`src/rtl/trig_angle_reducer_pkg.sv`:
```
// Shared constants and state type for the trig angle reduction path.
// Degree constants are 10 bits wide so that a sum of up to 359+90 fits.
package trig_angle_reducer_pkg;

  localparam logic [9:0] DEG_FULL    = 10'd360;
  localparam logic [9:0] DEG_HALF    = 10'd180;
  localparam logic [9:0] DEG_3Q      = 10'd270;
  localparam logic [9:0] DEG_QUARTER = 10'd90;

  localparam int unsigned AR_SHIFT_MAX = 22;

  typedef enum logic [1:0] {
    AR_IDLE,
    AR_REDUCE,
    AR_FOLD,
    AR_EMIT
  } ar_state_e;

endpackage

```
`src/rtl/trig_quadrant_fold.sv`:
```
// Combinational fold of a 0..359 angle to a quadrant and a 0..90 table index.
// When func is set, the angle is shifted by +90 first to turn a sine lookup into a cosine lookup.
module trig_quadrant_fold
  import trig_angle_reducer_pkg::*;
#(
  parameter int unsigned DATA_WIDTH = 32
) (
  input  logic [9:0]            a,
  input  logic                  func,
  output logic [1:0]            q,
  output logic [DATA_WIDTH-1:0] angle_out
);

  logic [9:0] s;
  logic [9:0] base;
  logic [9:0] o;
  logic [9:0] folded;

  always_comb begin
    s = a;
    if (func) begin
      s = s + DEG_QUARTER;
    end
    if (s >= DEG_FULL) begin
      s = s - DEG_FULL;
    end

    // Quadrant by threshold compare instead of a divide by 90.
    if (s >= DEG_3Q) begin
      q    = 2'd3;
      base = DEG_3Q;
    end else if (s >= DEG_HALF) begin
      q    = 2'd2;
      base = DEG_HALF;
    end else if (s >= DEG_QUARTER) begin
      q    = 2'd1;
      base = DEG_QUARTER;
    end else begin
      q    = 2'd0;
      base = '0;
    end

    o         = s - base;
    folded    = q[0] ? (DEG_QUARTER - o) : o;
    angle_out = DATA_WIDTH'(folded);
  end

endmodule

```
`src/rtl/trig_angle_reducer.sv`:
```
// Reduces a signed degree angle modulo 360 with a shift-subtract sweep, then folds it
// to a quadrant plus 0..90 index for sine_LUT. One angle in flight, fixed latency.
module trig_angle_reducer
  import trig_angle_reducer_pkg::*;
#(
  parameter int unsigned DATA_WIDTH = 32,
  parameter int unsigned SHIFT_MAX  = AR_SHIFT_MAX
) (
  input  logic                  clk,
  input  logic                  reset_n,
  input  logic                  in_valid,
  output logic                  in_ready,
  input  logic [DATA_WIDTH-1:0] angle_in,
  input  logic                  func_sel,
  output logic                  en_sine,
  output logic [1:0]            quadrant,
  output logic [DATA_WIDTH-1:0] angle_out
);

  localparam int unsigned KW = $clog2(SHIFT_MAX + 1);
  localparam logic [DATA_WIDTH:0] FULL_W = (DATA_WIDTH + 1)'(DEG_FULL);

  ar_state_e state_q, state_d;

  logic [DATA_WIDTH:0]   mag_q, mag_d;
  logic [KW-1:0]         k_q, k_d;
  logic                  neg_q, neg_d;
  logic                  func_q, func_d;
  logic                  en_sine_q, en_sine_d;
  logic [1:0]            quadrant_q, quadrant_d;
  logic [DATA_WIDTH-1:0] angle_out_q, angle_out_d;

  logic                  accept;
  logic                  last_k;
  logic [DATA_WIDTH:0]   sweep;
  logic [DATA_WIDTH:0]   ext;
  logic [9:0]            fold_r;
  logic [9:0]            fold_a;
  logic [1:0]            fold_q;
  logic [DATA_WIDTH-1:0] fold_out;

  assign in_ready  = (state_q == AR_IDLE);
  assign accept    = in_valid && in_ready;
  assign last_k    = (k_q == '0);
  assign sweep     = FULL_W << k_q;
  assign ext       = {angle_in[DATA_WIDTH-1], angle_in};
  assign en_sine   = en_sine_q;
  assign quadrant  = quadrant_q;
  assign angle_out = angle_out_q;

  // After the sweep mag_q < 360, so its low 9 bits are the full residue.
  assign fold_r = {1'b0, mag_q[8:0]};
  assign fold_a = (neg_q && (fold_r != '0)) ? (DEG_FULL - fold_r) : fold_r;

  trig_quadrant_fold #(
    .DATA_WIDTH(DATA_WIDTH)
  ) u_fold (
    .a        (fold_a),
    .func     (func_q),
    .q        (fold_q),
    .angle_out(fold_out)
  );

  always_ff @(posedge clk or negedge reset_n) begin
    if (!reset_n) begin
      state_q     <= AR_IDLE;
      mag_q       <= '0;
      k_q         <= '0;
      neg_q       <= 1'b0;
      func_q      <= 1'b0;
      en_sine_q   <= 1'b0;
      quadrant_q  <= '0;
      angle_out_q <= '0;
    end else begin
      state_q     <= state_d;
      mag_q       <= mag_d;
      k_q         <= k_d;
      neg_q       <= neg_d;
      func_q      <= func_d;
      en_sine_q   <= en_sine_d;
      quadrant_q  <= quadrant_d;
      angle_out_q <= angle_out_d;
    end
  end

  always_comb begin
    state_d = state_q;
    case (state_q)
      AR_IDLE:   if (accept) state_d = AR_REDUCE;
      AR_REDUCE: if (last_k) state_d = AR_FOLD;
      AR_FOLD:   state_d = AR_EMIT;
      AR_EMIT:   state_d = AR_IDLE;
      default:   state_d = AR_IDLE;
    endcase
  end

  always_comb begin
    mag_d       = mag_q;
    k_d         = k_q;
    neg_d       = neg_q;
    func_d      = func_q;
    en_sine_d   = 1'b0;
    quadrant_d  = quadrant_q;
    angle_out_d = angle_out_q;
    case (state_q)
      AR_IDLE: begin
        if (accept) begin
          // One extra bit keeps |-2^(W-1)| representable.
          mag_d  = angle_in[DATA_WIDTH-1] ? (~ext + 1'b1) : ext;
          neg_d  = angle_in[DATA_WIDTH-1];
          func_d = func_sel;
          k_d    = KW'(SHIFT_MAX);
        end
      end
      AR_REDUCE: begin
        if (mag_q >= sweep) begin
          mag_d = mag_q - sweep;
        end
        if (!last_k) begin
          k_d = k_q - 1'b1;
        end
      end
      AR_FOLD: begin
        quadrant_d  = fold_q;
        angle_out_d = fold_out;
        en_sine_d   = 1'b1;
      end
      default: ;
    endcase
  end

endmodule

```
`config.mk`:
```
export PLATFORM = sky130hd
export DESIGN_NAME = trig_angle_reducer
export DESIGN_NICKNAME = d
export VERILOG_FILES = /design/src/rtl/trig_angle_reducer_pkg.sv /design/src/rtl/trig_quadrant_fold.sv /design/src/rtl/trig_angle_reducer.sv
export SDC_FILE = /design/constraint.sdc
export NUM_CORES = 1
export LEC_CHECK = 0
export CORE_MARGIN = 1
export CORE_UTILIZATION = 37
export DETAILED_ROUTE_END_ITERATION = 8
export GPL_TIMING_DRIVEN = 0
export PLACE_DENSITY = 0.52
export SETUP_SLACK_MARGIN = 0.1
export SYNTH_ARGS = -nofsm -noshare
export SYNTH_HDL_FRONTEND = slang
export SYNTH_SLANG_ARGS = --single-unit
```
`constraint.sdc`:
```
create_clock -name clk -period 12.3 [get_ports clk]
set_input_delay 2.46 -clock clk [delete_from_list [all_inputs] [get_ports clk]]
set_output_delay 2.46 -clock clk [all_outputs]
set_load 0.02 [all_outputs]
```
# --- Word level (Yosys, flattened, before mapping) ---
# Index checks and enable logic that the tools add are counted.
word_totals:
  reg_bits: 55
  latch_bits: 0
  ramBits: 0
  rom_bits: 0
  in_bits: 36
  out_inout_bits: 36
  elab_cells: 61
  n_memories: 0
classes:
  n_addsub: 8
  multipliers: 0
  n_div: 0
  n_lt_le_gt_ge: 5
  n_eq_ne: 7
  shift: 1
  muxes: 21
  n_bitwise: 1
  n_reduce_logical: 10
op_table:
  columns: ["operator", "count"]
  rows:
  - ["33-bit two-way mux", 3]
  - ["33-bit one-hot mux with 2 select lines", 1]
  - ["10-bit two-way mux", 6]
  - ["33-bit by 1-bit adder with 33-bit output, second input constant", 1]
  - ["33-bit >= comparator", 1]
  - ["33-bit inverter", 1]
  - ["9-bit by 5-bit << shifter with 33-bit output, first input constant", 1]
  - ["33-bit subtractor", 1]
  - ["10-bit by 9-bit >= comparator with 1-bit output, second input constant", 2]
  - ["10-bit by 7-bit adder with 10-bit output, second input constant", 1]
  - ["10-bit by 7-bit >= comparator with 1-bit output, second input constant", 1]
  - ["10-bit by 8-bit >= comparator with 1-bit output, second input constant", 1]
  - ["5-bit two-way mux", 2]
  - ["5-bit one-hot mux with 2 select lines", 1]
  - ["10-bit nonzero test", 1]
  - ["10-bit subtractor", 1]
  - ["10-bit by 9-bit subtractor with 10-bit output, second input constant", 1]
  - ["7-bit by 10-bit subtractor with 10-bit output, first input constant", 1]
  - ["9-bit by 9-bit subtractor with 10-bit output, first input constant", 1]
  - ["2-bit two-way mux", 4]
  - ["2-bit one-hot mux with 4 select lines", 1]
  - ["7-bit two-way mux", 1]
  - ["2-bit != test, second input constant", 3]
  - ["3-bit AND reduction", 2]
  - ["10 further kinds", 14]

# --- Logic depth before layout (Yosys ltp) ---
# Gate-level depths: netlist (run 1).
logic_depth:
  depth_word: 14
  mapped_depth: 33
  mapped_depth_nobuf: 31

# --- By module ---
# A second synthesis (run 1) with hierarchy kept.
unflattened:
  hier_cells: 918
  area_unflattened_um2: 7746.2
by_module_without_submodules:
  columns: ["mod", "instances", "cells_per_inst", "area_per_inst_um2", "seq_area_each_um2"]
  rows:
  - ["trig_angle_reducer", 1, 701, 6139.6, 1926.8]
  - ["trig_quadrant_fold", 1, 217, 1606.5, 0.0]

# --- Worst setup path after synthesis (run 1) ---
# Ideal clock, no wire load.
synth_timing:
  kind: "register to register"
  start: "reg mag_q[0]"
  end: "reg angle_out_q[9], in the netlist angle_out[9]"
  setup_ns: 0.120
  arrival_time_ns: 6.265
  required_ns: 12.180
  path_slack_ns: 5.915
  stages_incl_launch_ff: 33
  path_buffers: 2
  period_less_slack_ns: 6.385
  path_cell_list: "dfrtp_1 buf_6 inv_1 ha_1 or2b_2 o41ai_4 mux2i_1 inv_1 ha_1 inv_1 nand2_1 xor2_1 inv_1 ha_1 nor2_1 o211ai_1 a31o_1 or2_1 o221a_1 buf_6 inv_1 ha_1 inv_1 fa_1 a21o_1 a21oi_1 o21bai_1 a21oi_1 o21bai_1 a21oi_1 xnor2_1 or3_1 a31o_1"
synth_between:
  word_cells_on_any_way: 21
  classes_between: "5 x add/sub; 4 x order compare; 10 x mux; 2 x reduce/logical"
synth_rtl:
  columns: ["element", "line_no", "text"]
  rows:
  - ["from (decl)", "trig_angle_reducer.sv:25", "logic [DATA_WIDTH:0] mag_q, mag_d;"]
  - ["from (signal assigned)", "trig_angle_reducer.sv:76", "mag_q <= mag_d;"]
  - ["parallel branches: the longest is 2 deep, another holds 9-bit by 9-bit subtractor with 10-bit output", null, null]
  - ["10-bit two-way mux (*)", "trig_angle_reducer.sv:53", "assign fold_a = (neg_q && (fold_r != '0)) ? (DEG_FULL - fold_r) : fold_r;"]
  - ["10-bit by 7-bit adder with 10-bit output", "trig_quadrant_fold.sv:22", "s = s + DEG_QUARTER;"]
  - ["10-bit two-way mux (*)", "trig_quadrant_fold.sv:21", "if (func) begin"]
  - ["10-bit by 9-bit subtractor with 10-bit output or 10-bit by 9-bit >= comparator with 1-bit output (tied branches)", "trig_quadrant_fold.sv:25, trig_quadrant_fold.sv:24", null]
  - ["10-bit two-way mux (*)", "trig_quadrant_fold.sv:24", "if (s >= DEG_FULL) begin"]
  - ["10-bit by 7-bit >= comparator with 1-bit output", "trig_quadrant_fold.sv:35", "end else if (s >= DEG_QUARTER) begin"]
  - ["1-bit two-way mux", "trig_quadrant_fold.sv:35", null]
  - ["2-bit two-way mux", "trig_quadrant_fold.sv:32", "end else if (s >= DEG_HALF) begin"]
  - ["2-bit two-way mux (*)", "trig_quadrant_fold.sv:29", "if (s >= DEG_3Q) begin"]
  - ["via fold_q[0]", "trig_angle_reducer.sv:39", "logic [1:0] fold_q;"]
  - ["10-bit two-way mux (*)", "trig_quadrant_fold.sv:44", "folded = q[0] ? (DEG_QUARTER - o) : o;"]
  - ["to (signal assigned)", "trig_angle_reducer.sv:82", "angle_out_q <= angle_out_d;"]
  - ["to (decl)", "trig_angle_reducer.sv:31", "logic [DATA_WIDTH-1:0] angle_out_q, angle_out_d;"]
# Mark *: on every way through the listed nets, which the timed path passes.
# A chain may end at the register's enable or synchronous reset.

# --- Worst setup path in the final report (run 1) ---
# Ends and elaborated chain as after synthesis.

==> flow_summary.rst, run 1 <==
.. list-table::
   :header-rows: 1

   * - Metric
     - Value
   * - Run status
     - finished, final reports clean
   * - Post-layout nets
     - 1013
   * - Post-cts gate resize count
     - 0
   * - Worst-case clock buffer depth
     - 2
   * - Commonest non-fill, non-tap cell in the layout
     - sky130_fd_sc_hd__nor2_1
   * - Warnings, synthesis
     - 0
   * - Setup skew after layout
     - 0.01086 ns
   * - Vias after detailed routing
     - 6053
   * - Gr usage total
     - 21.20%
   * - Maximum number of pins on one net before global-route repair
     - 56
   * - Drt via density
     - 5.277
   * - Synthesized-area fraction occupied by ao, oa, aoi and oai cells
     - 26.64%
   * - Average wire length per cell after detail routing
     - 16.07 um
   * - Number of instances on the worst hold path
     - 1
   * - Most frequent cells in the layout
     - sky130_fd_sc_hd__nor2_1, sky130_fd_sc_hd__a21oi_1, sky130_fd_sc_hd__nand2_1
   * - Endpoint of the worst-slack reg-to-reg timing path
     - angle_out[9]$_DFFE_PN0P_
   * - Area share of the largest cell type after synthesis
     - 20.80%
   * - Horizontal die dimension
     - 135.7 um
   * - Dominant combinational cell family by area after synthesis
     - compound AO/OA/AOI/OAI gates
   * - Half-perimeter wire length after detailed placement
     - 14620 um
   * - Time the worst path needs with I/O delays and setup
     - 7.258 ns
   * - Clock transition at the registers of the reported paths
     - 0.09 ns
   * - Number of global-route vias before repair
     - 5887
   * - Unique cell type count in the Yosys netlist
     - 89
   * - Post-synthesis mux area share
     - 3.082%
   * - Adder-Cell Fraction of Synth Area
     - 10.70%
   * - Share of the yosys chip area belonging to registers
     - 20.80%
   * - Post-CTS Setup Repair Bufs
     - 0
   * - Initial antenna violation count
     - 0
   * - Sum of routed wire length over all layers
     - 18430 um
   * - Arrival @ worst endpoint
     - 7.47 ns
   * - Clock tree from TritonCTS
     - built
   * - Post-synth top flop
     - sky130_fd_sc_hd__dfrtp_1
   * - R2R setup slack
     - 5.04 ns
   * - Worst-path cell with the longest stage delay
     - sky130_fd_sc_hd__dfrtp_1
   * - Async set-or-reset flop fraction in the synthesized netlist
     - 100.0%
   * - Number of levels in the clock H-tree
     - 2
   * - Slowest Stage Delay on Critical Path
     - 0.41 ns
   * - Worst skew pair latency
     - 0.32 ns
   * - Count of input and output buffers
     - 49
   * - Hold-fix buffers, CTS
     - 0
   * - Worst rel slew slack
     - 42.57%
   * - Transition at the pin with the smallest max-transition slack
     - 0.8521 ns
   * - Sink count of the clock tree
     - 55
   * - GPL Wtd Cong
     - 0.8558
   * - Worst Hold Class
     - register to register
   * - Post-synth EDFFs
     - 0
   * - Initial Util
     - 38.13%
   * - Number of register bits inferred by synthesis
     - 55
   * - Worst path most repeated cell
     - sky130_fd_sc_hd__inv_1
   * - Cell accounting for the most synthesized area
     - sky130_fd_sc_hd__dfrtp_1
   * - Final routed DRC violation total
     - 0
   * - Netlist area before placement
     - 6618 um^2
   * - Count of boundary I/O pins
     - 72
   * - Worst hold endpoint
     - mag_q[27]$_DFFE_PN0P_
   * - Top cells by area, synth
     - sky130_fd_sc_hd__dfrtp_1, sky130_fd_sc_hd__ha_1, sky130_fd_sc_hd__a21oi_1
   * - Simple-gate share of the synthesized area
     - 20.91%
   * - Residual overflow from global routing
     - 0
   * - First-pass GRT wire length
     - 30550 um
   * - Final-report max-slew violation count
     - 0
   * - Maximum Capacitance Violations
     - 0
   * - Post-synthesis instance total
     - 844
   * - Worst Min Path Start
     - mag_q[27]$_DFFE_PN0P_
   * - Reg2Reg Launch Point
     - mag_q[0]$_DFFE_PN0P_
   * - Number of iterations in the first detailed-routing pass
     - 5
   * - Die height
     - 135.7 um
   * - Share of cells above drive strength 1
     - 9.436%
   * - Clock buffers created by TritonCTS
     - 5
   * - Sort of element at the start of the critical path
     - register
   * - Required time of the critical path
     - 12.52 ns
   * - Endpoints failing setup
     - 0
   * - Portion of the clock cycle consumed by the worst path in the final layout
     - 59.01%
   * - Remaining antenna violation count after routing
     - 0
   * - Drt first-iter violations
     - 351
   * - Std-Cell Rows
     - 48
   * - Final Hold Violating Endpoints
     - 0
   * - ANT cells
     - 0
   * - Relative area change from synthesis to final layout
     - 15.26%
   * - Accumulated negative setup slack
     - 0 ns
   * - Count of cells along the worst register-to-register path
     - 32
   * - Achievable frequency
     - 0.1378 GHz
   * - Core Area
     - 17360 um^2
   * - Sort of element at the end of the critical path
     - register
   * - XOR/XNOR Fraction of Synth Area
     - 9.718%
   * - Post-Syn Area per Cell
     - 7.841 um^2
   * - Setup repair after global routing missed its margin
     - no
   * - Clock root buffer master
     - sky130_fd_sc_hd__clkbuf_16
   * - Kind of critical path
     - register to register
   * - Worst-path maximum fanout
     - 10
   * - Die area
     - 18420 um^2
==> cell usage after synthesis (7+ instances only) <==
| master | count |
|---|---|
| sky130_fd_sc_hd__nor2_1 | 89 |
| sky130_fd_sc_hd__a21oi_1 | 83 |
| sky130_fd_sc_hd__nand2_1 | 81 |
| sky130_fd_sc_hd__dfrtp_1 | 55 |
| sky130_fd_sc_hd__ha_1 | 55 |
| sky130_fd_sc_hd__o21ai_0 | 43 |
| sky130_fd_sc_hd__xnor2_1 | 41 |
| sky130_fd_sc_hd__inv_1 | 37 |
| sky130_fd_sc_hd__xor2_1 | 28 |
| sky130_fd_sc_hd__buf_4 | 26 |
| sky130_fd_sc_hd__clkbuf_1 | 26 |
| sky130_fd_sc_hd__or3_1 | 18 |
| sky130_fd_sc_hd__nand3_1 | 17 |
| sky130_fd_sc_hd__nor3_1 | 17 |
| sky130_fd_sc_hd__a21o_1 | 13 |
| sky130_fd_sc_hd__a31oi_1 | 13 |
| sky130_fd_sc_hd__nand2b_1 | 13 |
| sky130_fd_sc_hd__o31ai_1 | 11 |
| sky130_fd_sc_hd__mux2i_1 | 10 |
| sky130_fd_sc_hd__o21bai_1 | 9 |
| sky130_fd_sc_hd__mux2_2 | 8 |
| sky130_fd_sc_hd__o21ai_2 | 8 |
| sky130_fd_sc_hd__nor2b_1 | 7 |
| sky130_fd_sc_hd__nor4_1 | 7 |
==> cell type report <==
cell class	instances	area, um^2
plain buffers	64	396.6
clock buffers	5	125.1
clock inverters	3	28.78
fillers	1814	9729
inverters	37	138.9
multi-input cells	709	4792
flip-flops and latches	55	1376
well taps	225	281.5
repair buffers	49	488.0
==> worst max path at each step <==
stage,cells after the start,slack [ns],endpoint,start
after floorplan,32,5.91,angle_out[9]$_DFFE_PN0P_,mag_q[0]$_DFFE_PN0P_
after global routing,30,4.34,angle_out[9]$_DFFE_PN0P_,mag_q[0]$_DFFE_PN0P_
after detailed placement,32,5.08,angle_out[9]$_DFFE_PN0P_,mag_q[0]$_DFFE_PN0P_
after CTS,32,5.03,angle_out[9]$_DFFE_PN0P_,mag_q[0]$_DFFE_PN0P_
final,32,5.04,angle_out[9]$_DFFE_PN0P_,mag_q[0]$_DFFE_PN0P_
after global placement,32,5.03,angle_out[9]$_DFFE_PN0P_,mag_q[0]$_DFFE_PN0P_
==> cells by family after synthesis <==
kind of cell             Yosys count
adder cells (fa/ha/maj)           56
XOR/XNOR                          71
multiplexers                      19
flip-flops                        55
other                              1
buffers and inverters            101
AND/OR/NAND/NOR                  285
AO/OA/AOI/OAI                    256
==> critical path, delay by kind of cell (launching register included) <==
family                   cells  cell delay, ns
flip-flops                   1            0.41
AND/OR/NAND/NOR              5            1.45
adder cells (fa/ha/maj)      5            1.29
buffers and inverters        8            0.86
multiplexers                 1            0.32
AO/OA/AOI/OAI               11            2.29
XOR/XNOR                     2            0.50
==> flip-flops by register name (all words and copies together), names as in the netlist <==
register	flops
neg_q	1
mag_q	33
func_q	1
state_q	2
en_sine	1
k_q	5
angle_out	10
quadrant	2
==> per-stage QoR <==
stage	std cells	worst slack, ns	instance area, um^2	util, %	hold WS, ns
6_report	1147	5.042	7627	43.94	0.5310
4_1_cts	1147	5.034	7620	43.90	0.5280
5_1_grt	1147	4.343	7627	43.94	0.5395
2_1_floorplan	865	5.915	6696	-	0.4875
3_5_place_dp	1139	5.077	7466	43.01	0.5102
3_3_place_gp	1139	5.027	7468	43.03	0.5056
==> layer usage <==
layer | up-vias | wire length [um] | GRT usage, % | share of wire, %
li1 | 3143 | - | - | -
met1 | 2808 | 8448 | 26.34 | 46
met2 | 84 | 9255 | 38.35 | 50
met3 | 18 | 411 | 2.058 | 2.2
met4 | 0 | 315 | 6.180 | 1.7
met5 | - | 0 | 0 | 0
Power of run 1 is left out: the tool's default activity adds up to more than one toggle a clock period on the data nets, which glitch-free logic cannot reach.
==> run 2: changes to the inputs <==
PLACE_DENSITY = 0.54   (was 0.52)
clock period = 5.8 ns   (was 12.3 ns; I/O delays follow)
==> run 2 against run 1 <==
  * The run now ends with setup timing left
  * Clock skew is essentially flat
  * Via count is 5.4% higher
  * Non-clock buffer count rose by 51
  * First-iteration DRC count is 12% higher
  * Clock-buffer cell count up 1
  * Core utilization is 4.4 points higher
  * Global-route usage increased by 0.25 points
  * Final area rose by 10%
  * Wire length is 3.6% higher
  * Critical path depth is 1 lower
  * Maximum frequency is 19% higher
  * Register-to-register slack worse by 5.3 ns
==> flow_summary.rst, run 2 (synthesized netlist as in run 1, its figures left out) <==
.. list-table::
   :header-rows: 1

   * - Metric
     - Value
   * - First-pass GRT wire length
     - 31200 um
   * - Remaining antenna violation count after routing
     - 0
   * - Post-placement cell area
     - 7600 um^2
   * - Time the worst path needs with I/O delays and setup
     - 6.085 ns
   * - Transition at the pin with the smallest max-transition slack
     - 0.6245 ns
   * - Failing checks
     - setup timing
   * - Commonest non-fill, non-tap cell in the layout
     - sky130_fd_sc_hd__nor2_1
   * - Number of instances in the placed design
     - 1140
   * - Core Area
     - 17360 um^2
   * - Share of cells above drive strength 1
     - 19.01%
   * - Reg2Reg Launch Point
     - mag_q[5]$_DFFE_PN0P_
   * - Worst Min Path Start
     - mag_q[27]$_DFFE_PN0P_
   * - Count of input and output buffers
     - 49
   * - Sum of routed wire length over all layers
     - 19090 um
   * - Post-route worst setup slack
     - -0.2850 ns
   * - Number of iterations in the first detailed-routing pass
     - 5
   * - Slowest Stage Delay on Critical Path
     - 0.53 ns
   * - Endpoints failing setup
     - 4
   * - Final standard cell count with taps included and fillers excluded
     - 1198
   * - Worst rel slew slack
     - 58.07%
   * - Drt via density
     - 5.326
   * - ANT cells
     - 0
   * - Biggest register
     - mag_q
   * - Final instance area
     - 8398 um^2
   * - Arrival @ worst endpoint
     - 6.29 ns
   * - Relative area change from synthesis to final layout
     - 26.90%
   * - Clock transition at the registers of the reported paths
     - 0.08 ns
   * - Count of cells along the worst register-to-register path
     - 31
   * - Clock root buffer master
     - sky130_fd_sc_hd__clkbuf_16
   * - Std-Cell Rows
     - 48
   * - Most frequent cells in the layout
     - sky130_fd_sc_hd__nor2_1, sky130_fd_sc_hd__nand2_1, sky130_fd_sc_hd__a21oi_1
   * - Area of the multi-input gates
     - 5112 um^2
   * - Gr usage total
     - 21.46%
   * - Number of global-route vias before repair
     - 6173
   * - R2R setup slack
     - -0.29 ns
   * - Kind of critical path
     - register to register
   * - Vias after detailed routing
     - 6380
   * - Endpoint of the worst-slack reg-to-reg timing path
     - angle_out[9]$_DFFE_PN0P_
   * - Flip-flop count of the largest register, all copies and words added
     - 33
   * - Half-perimeter wire length after detailed placement
     - 14600 um
   * - Post-layout nets
     - 1064
   * - Sort of element at the end of the critical path
     - register
   * - Required time of the critical path
     - 6.01 ns
   * - Worst-case clock buffer depth
     - 2
   * - Storage cell area
     - 1379 um^2
   * - Worst path most repeated cell
     - sky130_fd_sc_hd__buf_6
   * - Average wire length per cell after detail routing
     - 15.94 um
   * - Layout fillers
     - 1763
   * - Setup repair after global routing missed its margin
     - yes
   * - Achievable frequency
     - 0.1643 GHz
   * - Placement Setup Slack
     - -0.6926 ns
   * - Number of levels in the clock H-tree
     - 2
   * - Number of instances on the worst hold path
     - 1
   * - Residual overflow from global routing
     - 0
   * - Final Hold Violating Endpoints
     - 0
   * - Run status
     - finished with violations
   * - Clock tree from TritonCTS
     - built
   * - Worst-path maximum fanout
     - 5
   * - GPL Wtd Cong
     - 0.8801
   * - Horizontal die dimension
     - 135.7 um
   * - Drt first-iter violations
     - 393
   * - Final routed DRC violation total
     - 0
   * - Portion of the clock cycle consumed by the worst path in the final layout
     - 104.9%
   * - Initial antenna violation count
     - 0
   * - Clock buffers created by TritonCTS
     - 5
   * - Worst Hold Class
     - register to register
   * - Final-report max-slew violation count
     - 0
   * - Maximum Capacitance Violations
     - 0
   * - Worst hold-check slack
     - 0.5221 ns
   * - Die area
     - 18420 um^2
   * - Worst-path cell with the longest stage delay
     - sky130_fd_sc_hd__or4_4
   * - Count of boundary I/O pins
     - 72
   * - Worst skew pair latency
     - 0.31 ns
   * - Sink count of the clock tree
     - 55
   * - Sort of element at the start of the critical path
     - register
   * - Setup skew after layout
     - 0.01059 ns
   * - Maximum number of pins on one net before global-route repair
     - 37
   * - Initial Util
     - 38.13%
   * - Worst hold endpoint
     - mag_q[27]$_DFFE_PN0P_
   * - Die height
     - 135.7 um
## run 2: cell count changes in the layout (fill, tap and decap cells not counted), sizes merged
cell	before	now
buf	38	89
bufinv	0	1
clkbuf	32	33
clkinv	2	1
inv	38	37
## run 2: area by class of cell
type / count / area share (%)
multi-input combinational: 709 / 60.88
sequential: 55 / 16.42
timing repair buffer: 100 / 10.68
buffer: 64 / 4.827
tap: 225 / 3.352
inverter: 37 / 1.773
clock buffer: 6 / 1.654
clock inverter: 2 / 0.4172
## run 2: timing repair
| item | in CTS | in global routing |
|---|---|---|
| hold buffers | 0 | 0 |
| setup endpoints to repair | 8 | 31 |
| cloned | 0 | 0 |
| buffers inserted | 32 | 18 |
| pin swaps | 27 | 32 |
| resized for setup | 23 | 28 |
## run 2: worst max path at each step
stage | from | to | slack (ns) | depth (start not counted)
2_1_floorplan | mag_q[5]$_DFFE_PN0P_ | angle_out[9]$_DFFE_PN0P_ | -0.09 | 31
3_3_place_gp | mag_q[5]$_DFFE_PN0P_ | angle_out[9]$_DFFE_PN0P_ | -0.66 | 30
3_5_place_dp | mag_q[5]$_DFFE_PN0P_ | angle_out[9]$_DFFE_PN0P_ | -0.69 | 30
4_1_cts | mag_q[0]$_DFFE_PN0P_ | angle_out[9]$_DFFE_PN0P_ | -0.21 | 32
5_1_grt | mag_q[5]$_DFFE_PN0P_ | angle_out[9]$_DFFE_PN0P_ | -0.57 | 31
6_report | mag_q[5]$_DFFE_PN0P_ | angle_out[9]$_DFFE_PN0P_ | -0.29 | 31
## run 2: stage by stage
step | util (%) | setup TNS, ns
after floorplan | - | -0.08814
after global placement | 43.66 | -8.122
after detailed placement | 43.79 | -2.155
after CTS | 46.91 | -0.2308
after global routing | 48.39 | -1.950
final | 48.39 | -0.4576
## run 2: worst max-delay path, delay by kind of cell, from the launching register on
kind | cells | cell delay (ns)
AOI/OAI and AO/OA | 8 | 1.76
and+or+nand+nor | 8 | 1.68
buffers and inverters | 9 | 0.93
adders and majority gates | 3 | 0.67
DFF | 1 | 0.39
muxes | 1 | 0.30
xor gates and xnor gates | 2 | 0.22
## run 2: routing by layer
| metal | vias to the layer above | GRT usage [%] | part of all wire [%] |
|---|---|---|---|
| li1 | 3255 | - | - |
| met1 | 3035 | 27.08 | 46 |
| met2 | 74 | 38.86 | 51 |
| met3 | 16 | 1.871 | 1.9 |
| met4 | 0 | 5.431 | 1.6 |
| met5 | - | 0 | 0 |
Power of run 2 is left out for the same reason.
==> run 3: changes to the inputs <==
PLACE_DENSITY = 0.52   (was 0.54)
clock period = 6.75 ns   (was 5.8 ns; I/O delays follow)
==> run 3 against run 2 <==
  * The flow now finishes without violations
  * Critical path depth unchanged
  * Wire length down 1.1%
  * Global-route usage down 0.15 points
  * Maximum frequency down 3.3%
==> flow_summary.rst, run 3 (synthesized netlist as in run 1, its figures left out) <==
.. list-table::
   :header-rows: 1

   * - Metric
     - Value
   * - Run status
     - finished, final reports clean
   * - Most frequent cells in the layout
     - sky130_fd_sc_hd__nor2_1, sky130_fd_sc_hd__nand2_1, sky130_fd_sc_hd__a21oi_1
   * - Relative area change from synthesis to final layout
     - 20.10%
   * - Arrival @ worst endpoint
     - 6.50 ns
   * - Horizontal die dimension
     - 135.7 um
   * - Clock transition at the registers of the reported paths
     - 0.08 ns
   * - Final routed DRC violation total
     - 0
   * - Sort of element at the start of the critical path
     - register
   * - Maximum Capacitance Violations
     - 0
   * - Number of global-route vias before repair
     - 5935
   * - Final Hold Violating Endpoints
     - 0
   * - Remaining antenna violation count after routing
     - 0
   * - Residual overflow from global routing
     - 0
   * - Sum of routed wire length over all layers
     - 18890 um
   * - Clock root buffer master
     - sky130_fd_sc_hd__clkbuf_16
   * - Die height
     - 135.7 um
   * - Initial Util
     - 38.13%
   * - Worst-path maximum fanout
     - 10
   * - Number of instances on the worst hold path
     - 1
   * - Clock buffers created by TritonCTS
     - 5
   * - Portion of the clock cycle consumed by the worst path in the final layout
     - 93.22%
   * - Core Area
     - 17360 um^2
   * - Vias after detailed routing
     - 6166
   * - Share of cells above drive strength 1
     - 14.13%
   * - Worst rel slew slack
     - 42.90%
   * - Required time of the critical path
     - 6.96 ns
   * - Worst Hold Class
     - register to register
   * - Slowest Stage Delay on Critical Path
     - 0.57 ns
   * - Transition at the pin with the smallest max-transition slack
     - 0.8473 ns
   * - Gr usage total
     - 21.31%
   * - Kind of critical path
     - register to register
   * - Die area
     - 18420 um^2
   * - Average wire length per cell after detail routing
     - 16.20 um
   * - Clock tree from TritonCTS
     - built
   * - First-pass GRT wire length
     - 30680 um
   * - Biggest register
     - mag_q
   * - Worst path most repeated cell
     - sky130_fd_sc_hd__inv_1
   * - Setup repair after global routing missed its margin
     - no
   * - GPL Wtd Cong
     - 0.8558
   * - Half-perimeter wire length after detailed placement
     - 14620 um
   * - Sort of element at the end of the critical path
     - register
   * - Sink count of the clock tree
     - 55
   * - Worst hold-check slack
     - 0.5280 ns
   * - Hold-fix buffers, CTS
     - 0
   * - Count of cells along the worst register-to-register path
     - 31
   * - Worst-case clock buffer depth
     - 2
   * - Commonest non-fill, non-tap cell in the layout
     - sky130_fd_sc_hd__nor2_1
   * - Maximum number of pins on one net before global-route repair
     - 56
   * - Number of levels in the clock H-tree
     - 2
   * - Initial antenna violation count
     - 0
   * - Drt first-iter violations
     - 316
   * - Count of input and output buffers
     - 49
   * - Time the worst path needs with I/O delays and setup
     - 6.293 ns
   * - Count of boundary I/O pins
     - 72
   * - Number of iterations in the first detailed-routing pass
     - 4
   * - Worst skew pair latency
     - 0.31 ns
   * - Std-Cell Rows
     - 48
   * - Drt via density
     - 5.288
   * - Achievable frequency
     - 0.1589 GHz
   * - Setup skew after layout
     - 0.008559 ns
   * - Final-report max-slew violation count
     - 0
   * - Endpoints failing setup
     - 0
   * - ANT cells
     - 0
   * - Worst-path cell with the longest stage delay
     - sky130_fd_sc_hd__or4_4
   * - Post-layout nets
     - 1032
   * - Flip-flop count of the largest register, all copies and words added
     - 33
run 3: changes by cell type in the layout (fill, tap and decap cells not counted), moves of 3 or more:
cell	delta
sky130_fd_sc_hd__xnor2_4	-4
sky130_fd_sc_hd__buf_4	-27
sky130_fd_sc_hd__a21oi_2	-3
sky130_fd_sc_hd__clkbuf_2	-4
sky130_fd_sc_hd__a21oi_1	+3
sky130_fd_sc_hd__inv_1	+4
sky130_fd_sc_hd__xnor2_1	+4
sky130_fd_sc_hd__clkbuf_1	+4
run 3: metrics by stage:
step / TNS, ns / cell area, um^2 / std cells / setup slack, ns / util, %
5_1_grt: 0 / 7948 / 1166 / 0.09943 / 45.79
3_5_place_dp: -0.9168 / 7466 / 1139 / -0.4730 / 43.01
2_1_floorplan: 0 / 6696 / 865 / 0.3649 / -
6_report: 0 / 7948 / 1166 / 0.4575 / 45.79
4_1_cts: 0 / 7709 / 1152 / 0.1340 / 44.41
3_3_place_gp: -1.126 / 7468 / 1139 / -0.5229 / 43.03
run 3: metal layers:
layer	up-vias	share of wire, %	wire, um	GRT usage [%]
met1	2882	46	8604	26.23
met4	0	1.8	338	6.242
li1	3178	-	-	-
met5	-	0	0	0
met3	20	2.4	444	2.095
met2	86	50	9496	38.80
run 3: repair_timing:
| action | in CTS | in global routing |
|---|---|---|
| resized for setup | 14 | 21 |
| endpoints found under the setup margin | 4 | 4 |
| gates cloned | 0 | 0 |
| pin swaps | 1 | 9 |
| buffers inserted | 5 | 14 |
run 3: cell type report:
class / count / area (um^2)
Fill cell: 1784 / 9409
Timing Repair Buffer: 68 / 630.6
Clock buffer: 5 / 125.1
Sequential cell: 55 / 1378
Tap cell: 225 / 281.5
Multi-Input combinational cell: 709 / 4969
Buffer: 64 / 396.6
Inverter: 37 / 138.9
Clock inverter: 3 / 28.78
run 3: path summary, 6_finish.rpt:
| check | start | to | slack (ns) |
|---|---|---|---|
| max | mag_q[5]$_DFFE_PN0P_ | angle_out[9]$_DFFE_PN0P_ | 0.46 |
| max reg2reg | mag_q[5]$_DFFE_PN0P_ | angle_out[9]$_DFFE_PN0P_ | 0.46 |
| min | mag_q[27]$_DFFE_PN0P_ | mag_q[27]$_DFFE_PN0P_ | 0.53 |
| min in group asynchronous | reset_n | quadrant[1]$_DFFE_PN0P_ | 1.10 |
| max in group asynchronous | reset_n | mag_q[5]$_DFFE_PN0P_ | 5.09 |
| min reg2reg | mag_q[27]$_DFFE_PN0P_ | mag_q[27]$_DFFE_PN0P_ | 0.53 |
run 3: critical path, delay by kind of cell, from the launching register on:
family	cells	cell delay, ns
simple gates	5	1.34
flops	1	0.45
buf+inv	7	0.76
xor+xnor	2	0.29
mux	1	0.29
fa+ha+maj	4	0.91
compound gates	12	2.16
Power of run 3 is left out for the same reason.
